--- config.mk ---
export PLATFORM = sky130hd
export DESIGN_NAME = hs32_mem_arbiter
export DESIGN_NICKNAME = d
export VERILOG_FILES = /design/src/rtl/hs32_mem_arbiter.sv
export SDC_FILE = /design/constraint.sdc
export NUM_CORES = 1
export LEC_CHECK = 0
export CAP_MARGIN = 0
export CORE_UTILIZATION = 44
export DETAILED_ROUTE_END_ITERATION = 10
export GPL_TIMING_DRIVEN = 0
export PLACE_DENSITY = 0.86
export SLEW_MARGIN = 20
export SYNTH_ARGS = -nofsm -noshare
export SYNTH_HDL_FRONTEND = slang
export SYNTH_SLANG_ARGS = --single-unit
--- constraint.sdc ---
create_clock -name clk -period 3.1 [get_ports clk]
set_input_delay 0.93 -clock clk [delete_from_list [all_inputs] [get_ports clk]]
set_output_delay 0.93 -clock clk [all_outputs]
set_load 0.03 [all_outputs]
--- src/rtl/hs32_mem_arbiter.sv ---
// ---------------------------------------------------------------------------
// hs32_mem_arbiter
//
// Responder side of the HS32 core memory-request interface. Two initiators
// (channel 0 = instruction fetch, channel 1 = register file / execute) are
// granted round-robin. Each granted request is run as one read or write on a
// strobe/acknowledge memory bus and finished with a one-cycle ackm pulse to
// the initiator. If the memory does not answer within TIMEOUT cycles, the
// transaction is closed with err set (and ERR_DATA returned for reads).
//
// Parameters
//   TIMEOUT   max strobe cycles waited for mem_ack (0 = wait forever)
//   ERR_DATA  read data returned on a timed-out read
//
// Ports
//   clk, reset_n          clock (rising edge), async active-low reset
//   addr0/1, rw0/1, dtw0/1, reqm0/1   per-channel request (rw: 1 = write)
//   dtr0/1, ackm0/1, err0/1           per-channel response (registered)
//   mem_addr, mem_dout, mem_we, mem_stb   memory bus request
//   mem_din, mem_ack                      memory bus response
// ---------------------------------------------------------------------------
module hs32_mem_arbiter #(
   parameter int unsigned TIMEOUT  = 255,
   parameter logic [31:0] ERR_DATA = 32'hDEAD_BEEF
) (
   input  logic        clk,
   input  logic        reset_n,
   input  logic [31:0] addr0,
   input  logic [31:0] addr1,
   input  logic        rw0,
   input  logic        rw1,
   input  logic [31:0] dtw0,
   input  logic [31:0] dtw1,
   input  logic        reqm0,
   input  logic        reqm1,
   output logic [31:0] dtr0,
   output logic [31:0] dtr1,
   output logic        ackm0,
   output logic        ackm1,
   output logic        err0,
   output logic        err1,
   output logic [31:0] mem_addr,
   output logic [31:0] mem_dout,
   output logic        mem_we,
   output logic        mem_stb,
   input  logic [31:0] mem_din,
   input  logic        mem_ack
);

   // Counter only has to reach TIMEOUT-1.
   localparam int unsigned   CW       = (TIMEOUT > 1) ? $clog2(TIMEOUT) : 1;
   localparam logic [CW-1:0] CNT_LAST = (TIMEOUT == 0) ? '0 : CW'(TIMEOUT - 1);

   typedef enum logic [1:0] {
      S_IDLE = 2'd0,
      S_BUS  = 2'd1,
      S_RESP = 2'd2
   } state_t;

   state_t        state_reg, state_next;
   logic          last_reg;       // last granted channel
   logic          ch_reg;         // channel owning the current transaction
   logic [CW-1:0] cnt_reg;        // strobe cycles already waited
   logic [31:0]   mem_addr_reg;
   logic [31:0]   mem_dout_reg;
   logic          mem_we_reg;
   logic          mem_stb_reg;

   logic          grant_valid;
   logic          grant_ch;
   logic          bus_ack;
   logic          bus_tmo;
   logic          bus_end;

   logic [1:0]    ackm_vec;
   logic [1:0]    err_vec;
   logic [31:0]   dtr_vec [2];

   // ------------------------------------------------------------------
   // State register
   // ------------------------------------------------------------------
   always_ff @(posedge clk or negedge reset_n) begin
      if (!reset_n) begin
         state_reg <= S_IDLE;
      end else begin
         state_reg <= state_next;
      end
   end

   // ------------------------------------------------------------------
   // Next state and per-cycle decisions
   // ------------------------------------------------------------------
   always_comb begin
      state_next  = state_reg;
      grant_valid = 1'b0;
      grant_ch    = 1'b0;
      bus_ack     = 1'b0;
      bus_tmo     = 1'b0;
      case (state_reg)
         S_IDLE: begin
            if (reqm0 || reqm1) begin
               grant_valid = 1'b1;
               // On a tie the channel that did not go last wins.
               grant_ch    = (reqm0 && reqm1) ? ~last_reg : reqm1;
               state_next  = S_BUS;
            end
         end
         S_BUS: begin
            // An ack in the limit cycle still counts as success.
            if (mem_ack) begin
               bus_ack    = 1'b1;
               state_next = S_RESP;
            end else if ((TIMEOUT != 0) && (cnt_reg == CNT_LAST)) begin
               bus_tmo    = 1'b1;
               state_next = S_RESP;
            end
         end
         S_RESP: begin
            state_next = S_IDLE;
         end
         default: begin
            state_next = S_IDLE;
         end
      endcase
   end

   assign bus_end = bus_ack | bus_tmo;

   // ------------------------------------------------------------------
   // Memory-bus side registers
   // ------------------------------------------------------------------
   always_ff @(posedge clk or negedge reset_n) begin
      if (!reset_n) begin
         last_reg     <= 1'b1;
         ch_reg       <= 1'b0;
         cnt_reg      <= '0;
         mem_addr_reg <= '0;
         mem_dout_reg <= '0;
         mem_we_reg   <= 1'b0;
         mem_stb_reg  <= 1'b0;
      end else begin
         if (grant_valid) begin
            mem_addr_reg <= grant_ch ? addr1 : addr0;
            mem_dout_reg <= grant_ch ? dtw1  : dtw0;
            mem_we_reg   <= grant_ch ? rw1   : rw0;
            mem_stb_reg  <= 1'b1;
            last_reg     <= grant_ch;
            ch_reg       <= grant_ch;
            cnt_reg      <= '0;
         end else if (bus_end) begin
            mem_stb_reg  <= 1'b0;
            mem_we_reg   <= 1'b0;
         end else if (state_reg == S_BUS) begin
            cnt_reg      <= cnt_reg + CW'(1);
         end
      end
   end

   // ------------------------------------------------------------------
   // Per-channel response registers. The response is registered on the
   // edge that leaves BUS, so ackm/err/dtr are all visible in RESP.
   // mem_we_reg still holds the transaction direction on that edge.
   // ------------------------------------------------------------------
   generate
      for (genvar gi = 0; gi < 2; gi++) begin : gen_ch
         logic        ackm_reg;
         logic        err_reg;
         logic [31:0] dtr_reg;
         logic        ch_done;

         assign ch_done = bus_end && (ch_reg == 1'(gi));

         always_ff @(posedge clk or negedge reset_n) begin
            if (!reset_n) begin
               ackm_reg <= 1'b0;
               err_reg  <= 1'b0;
               dtr_reg  <= '0;
            end else begin
               ackm_reg <= ch_done;
               err_reg  <= ch_done && bus_tmo;
               if (ch_done && !mem_we_reg) begin
                  dtr_reg <= bus_ack ? mem_din : ERR_DATA;
               end
            end
         end

         assign ackm_vec[gi] = ackm_reg;
         assign err_vec[gi]  = err_reg;
         assign dtr_vec[gi]  = dtr_reg;
      end
   endgenerate

   assign ackm0    = ackm_vec[0];
   assign ackm1    = ackm_vec[1];
   assign err0     = err_vec[0];
   assign err1     = err_vec[1];
   assign dtr0     = dtr_vec[0];
   assign dtr1     = dtr_vec[1];
   assign mem_addr = mem_addr_reg;
   assign mem_dout = mem_dout_reg;
   assign mem_we   = mem_we_reg;
   assign mem_stb  = mem_stb_reg;

endmodule

Word-level counts from Yosys, hierarchy flattened. Cells that the tools add are included.

Word-level logic and storage cells: 61. Bits of input ports: 167. Output and inout bits: 134. Register bits after elaboration: 146.

Bitwise gates (word level): 3. Equal/unequal tests: 5. Muxes and demuxes: 24. Reduce and logical (&&, ||, !) cells: 14. Add/sub/neg operators: 1.

Operators with widths (count): $mux 32 (3); $mux 8 (3); $mux 1 (14); $add 8x1->8 const B (1); $eq 8x8->1 const B (1); $logic_and 1x1->1 (7); $mux 2 (3); $ne 2x2->1 const B (2); $pmux 2 s2 (1); $reduce_and 2->1 (2); $reduce_bool 2->1 (2); $ne 3x3->1 const B (1); $eq 2x1->1 const B (1); $logic_not 2->1 (1); $not 1->1 (2); $logic_not 1->1 (1); $logic_or 1x1->1 (1); $or 1x1->1 (1).

Depth between registers and ports, before layout.
Depth in word-level cells: 7. Gate-level depth with buffers: 8. Depth with buffers taken out: 6.

Worst setup path after synthesis. OpenSTA, ideal clock, no wires.

Kind: input to register. Start point: input mem_ack. End point: register gen_ch[0].dtr_reg[10] (netlist: dtr0[10]). Buffers on the path: 3. Setup slack: 1038 ps. Data required time: 2957 ps. Arrival time: 1919 ps. Stages on the path: 6. Setup time: 143 ps. Cells stage by stage: clkbuf_1 > a41o_2 > and2_4 > buf_8 > buf_12 > a2bb2oi_2.

Cells in the longest elaborated chain, start to end: 5. Elaborated cells between the ends (all ways): 8. Those cells by class: mux (5); bitwise (1); reduce/logical (2).

RTL lines: start: declaration (line 47) `input logic mem_ack`; $mux 1 (line 110) `if (mem_ack) begin`; $mux 1 (line 99) `case (state_reg)`; $or 1x1->1 (line 127) `assign bus_end = bus_ack | bus_tmo;`; $logic_and 1x1->1 (line 171) `assign ch_done = bus_end && (ch_reg == 1'(gi));`; $logic_and 1x1->1 (line 181) `if (ch_done && !mem_we_reg) begin`; end signal: assignment (line 182) `dtr_reg <= bus_ack ? mem_din : ERR_DATA;`; end: declaration (line 168) `logic [31:0] dtr_reg;`.

Parallel ways exist; a longest one is shown, timed or not. A chain may end at the register's enable or synchronous reset.

Worst setup path after layout.
Start point: register mem_we_reg (netlist: mem_we). End point: output mem_we.

RTL lines: start: declaration (line 66) `logic mem_we_reg;`; start signal: assignment (line 145) `mem_we_reg <= grant_ch ? rw1 : rw0;`; end: declaration (line 44) `output logic mem_we,`.

No word-level cell between the ends.

==> impl_summary.log <==
[metrics] clock period minus worst slack: 2.64 ns
[metrics] average cell area after synthesis: 11.8 um2
[metrics] buffer and inverter count on the worst path: 1
[metrics] cell count after synthesis: 534
[metrics] share of layout cells above drive strength 1: 0.116
[metrics] proportion of synthesized chip area in sequential cells: 0.582
[metrics] total global-route track usage: 0.283
[metrics] Vias/cell: 5.55
[metrics] first-iteration detailed-routing DRC count: 286
[metrics] remaining number of nets flagged by the antenna check after routing: 0
[metrics] nets: 1022
[metrics] layout overhead on the synthesized area: 60.4%
[metrics] async set or reset register ratio after synthesis: 1.00
[metrics] hold violation count in the final report: 0
[metrics] commonest non-fill, non-tap cell in the layout: clkdlybuf4s50_1
[metrics] effective utilization at floorplan: 0.453
[metrics] worst setup path start: mem_we$_DFFE_PN0P_
[metrics] leakage power: 4.07 nW
[metrics] Final Instance Count excl. Fillers: 1045
[metrics] count of warnings emitted by yosys: 0
[metrics] final worst-path setup slack: 0.458 ns
[metrics] element type at the critical path end: output pin
[metrics] relative max-transition margin: 0.522
[metrics] number of diodes added for antenna fixing: 0
[metrics] number of different library cells in the post-synthesis netlist: 45
[metrics] CTS tree: done
[metrics] post-CTS sizing: 0
[metrics] total number of placement rows: 43
[metrics] achievable frequency: 378 MHz
[metrics] area of the core: 0.0139 mm2
[metrics] maximum ir drop on the vdd rail: 0.487 mV
[metrics] CTS clk-pin slew, worst paths: 0.06 ns
[metrics] initial antenna violation count: 0
[metrics] vias in the first global route: 5990
[metrics] number of max-cap violations: 0
[metrics] wire length of the first global-routing pass: 31500 um
[metrics] number of sinks handled by clock tree synthesis: 146
[metrics] post-synth design cell area: 0.00628 mm2
[metrics] terminus of the critical flop-to-flop path: dtr1[9]$_DFFE_PN0P_
[metrics] setup clock skew after layout: 0.00973 ns
[metrics] number of enable flip-flop cells after synthesis: 0
[metrics] outcome: complete, no violations
[metrics] final-report max-slew violation count: 0
[metrics] pin count of the biggest net entering global routing: 87
[metrics] CP delay by family, top: buffers and inverters
[metrics] Die Area: 0.0148 mm2
[metrics] overall via count from detail_route: 5799
[metrics] number of buffers on the longest clock path: 2
[metrics] Cell Pwr Density: 1100 mW/mm2
[metrics] worst r2r src: cnt_reg[0]$_DFFE_PN0P_
[metrics] peak per-stage delay on the critical path: 0.77 ns
[metrics] number of I/O pins: 301
[metrics] slowest cell on the critical path: clkdlybuf4s50_1
[metrics] cell count after placement: 1014
[metrics] TritonCTS buffer count: 17
[metrics] Data required, critical path: 2.17 ns
[metrics] Synth Flop Type: dfrtp_1
[metrics] wire length per cell after detailed routing: 19.5 um
[metrics] nets in the synthesized netlist: 703
[metrics] cell depth of the worst setup path: 1
[metrics] total DRC errors in the routed layout: 0
[metrics] unrepaired setup endpoints after global routing: false
[metrics] quantity of I/O buffers inserted on ports: 299
[metrics] buffer count from post-CTS setup fixing: 0
[metrics] Critical Setup Path Class: flip-flop to output pin
[metrics] type of the most critical hold path: primary input to async pin
[metrics] period utilisation layout: 0.852
[metrics] number of hold buffers added after CTS: 0
[metrics] depth of the most critical reg-to-reg path: 7
[metrics] 1st-pass router iterations: 4
[metrics] placed wire-length estimate: 15700 um
[metrics] clk_lat worst skew: 0.42 ns
[metrics] cell chain of the critical path: clkdlybuf4s50_1
[metrics] GRT overflow: 0
[metrics] H-tree depth reported by CTS: 4
[metrics] slew at the pin with the worst max-slew slack: 0.716 ns
[metrics] horizontal die dimension: 121 um
[metrics] flip-flop and latch count after synthesis: 146
[metrics] Max Fanout on Critical Path: 5
[metrics] internal reg-to-reg setup slack: 1.09 ns
[metrics] most used cells in the layout excluding fill and tap cells: clkdlybuf4s50_1, dfrtp_1, nand2_1, o22ai_1, o21ai_0
[metrics] cell at the root of the clock tree: clkbuf_16
[metrics] global placement routability congestion: 0.919
[metrics] pre-CTS setup slack: 0.184 ns
[metrics] drt total wl: 20400 um
[metrics] # setup viols final: 0
[metrics] Critical Path Start Type: flip-flop
[metrics] die height: 121 um
[metrics] critical path data arrival time: 1.71 ns
-- cell type report --
| cell class | instances | area, um2 |
|---|---|---|
| Timing Repair Buffer | 300 | 3030 |
| Inverter | 2 | 7.51 |
| Sequential cell | 146 | 3650 |
| Buffer | 45 | 249 |
| Fill cell | 940 | 3810 |
| Multi-Input combinational cell | 341 | 2370 |
| Clock inverter | 12 | 109 |
| Clock buffer | 19 | 433 |
| Tap cell | 180 | 225 |
-- Yosys cell counts, drive strengths merged (2+ instances only) --
library cell	number	area (um2)
and4b	2	20.0
dfrtp	145	3630
nand4	3	18.8
a32o	16	160
inv	2	7.51
nor3	6	57.6
o22ai	64	400
nand3	2	10.0
a2bb2oi	48	671
a21o	2	15.0
ha	2	25.0
o211ai	3	22.5
buf	23	166
nor2b	25	156
nand2	73	274
o21ai	70	350
clkbuf	22	82.6
nor2	8	30.0
-- power breakdown --
part,switching (mW),leakage (nW),internal [mW]
logic,3.31,2.06,2.51
clock network,0.793,0.252,1.10
registers,0.630,1.76,2.78
total,4.73,4.07,6.39
-- worst max path at each step --
stage	end
CTS	mem_we
detailed placement	mem_dout[20]$_DFFE_PN0P_
floorplan	dtr0[10]$_DFFE_PN0P_
global route	mem_we
finish	mem_we
global placement	mem_dout[2]$_DFFE_PN0P_
-- stage by stage --
stage	power, mW	area [um2]	TNS, ns	hold WS (ns)	utilization
5_1_grt	11.6	10100	0	0.473	0.726
6_report	11.1	10100	0	0.440	0.726
2_1_floorplan	6.64	6280	0	0.494	-
3_3_place_gp	9.07	9500	-628.88	0.462	0.684
3_5_place_dp	9.25	9530	0	0.469	0.687
4_1_cts	11.2	10100	0	0.453	0.726
-- cell families after synthesis --
kind of cell / after synthesis / share of synthesized area
AND/OR/NAND/NOR: 125 / 0.0980
buffers and inverters: 47 / 0.0408
flip-flops: 146 / 0.582
AO/OA/AOI/OAI: 213 / 0.274
adder cells (fa/ha/maj): 2 / 0.00398
XOR/XNOR: 1 / 0.00139
-- metal layers --
metal | vias up | track usage | share of wire
met4 | 0 | 0.133 | 0.031
met1 | 2827 | 0.326 | 0.39
li1 | 2623 | - | -
met5 | - | 0 | 0
met3 | 57 | 0.0540 | 0.062
met2 | 292 | 0.504 | 0.52
Power figures use the tool's default switching activity.
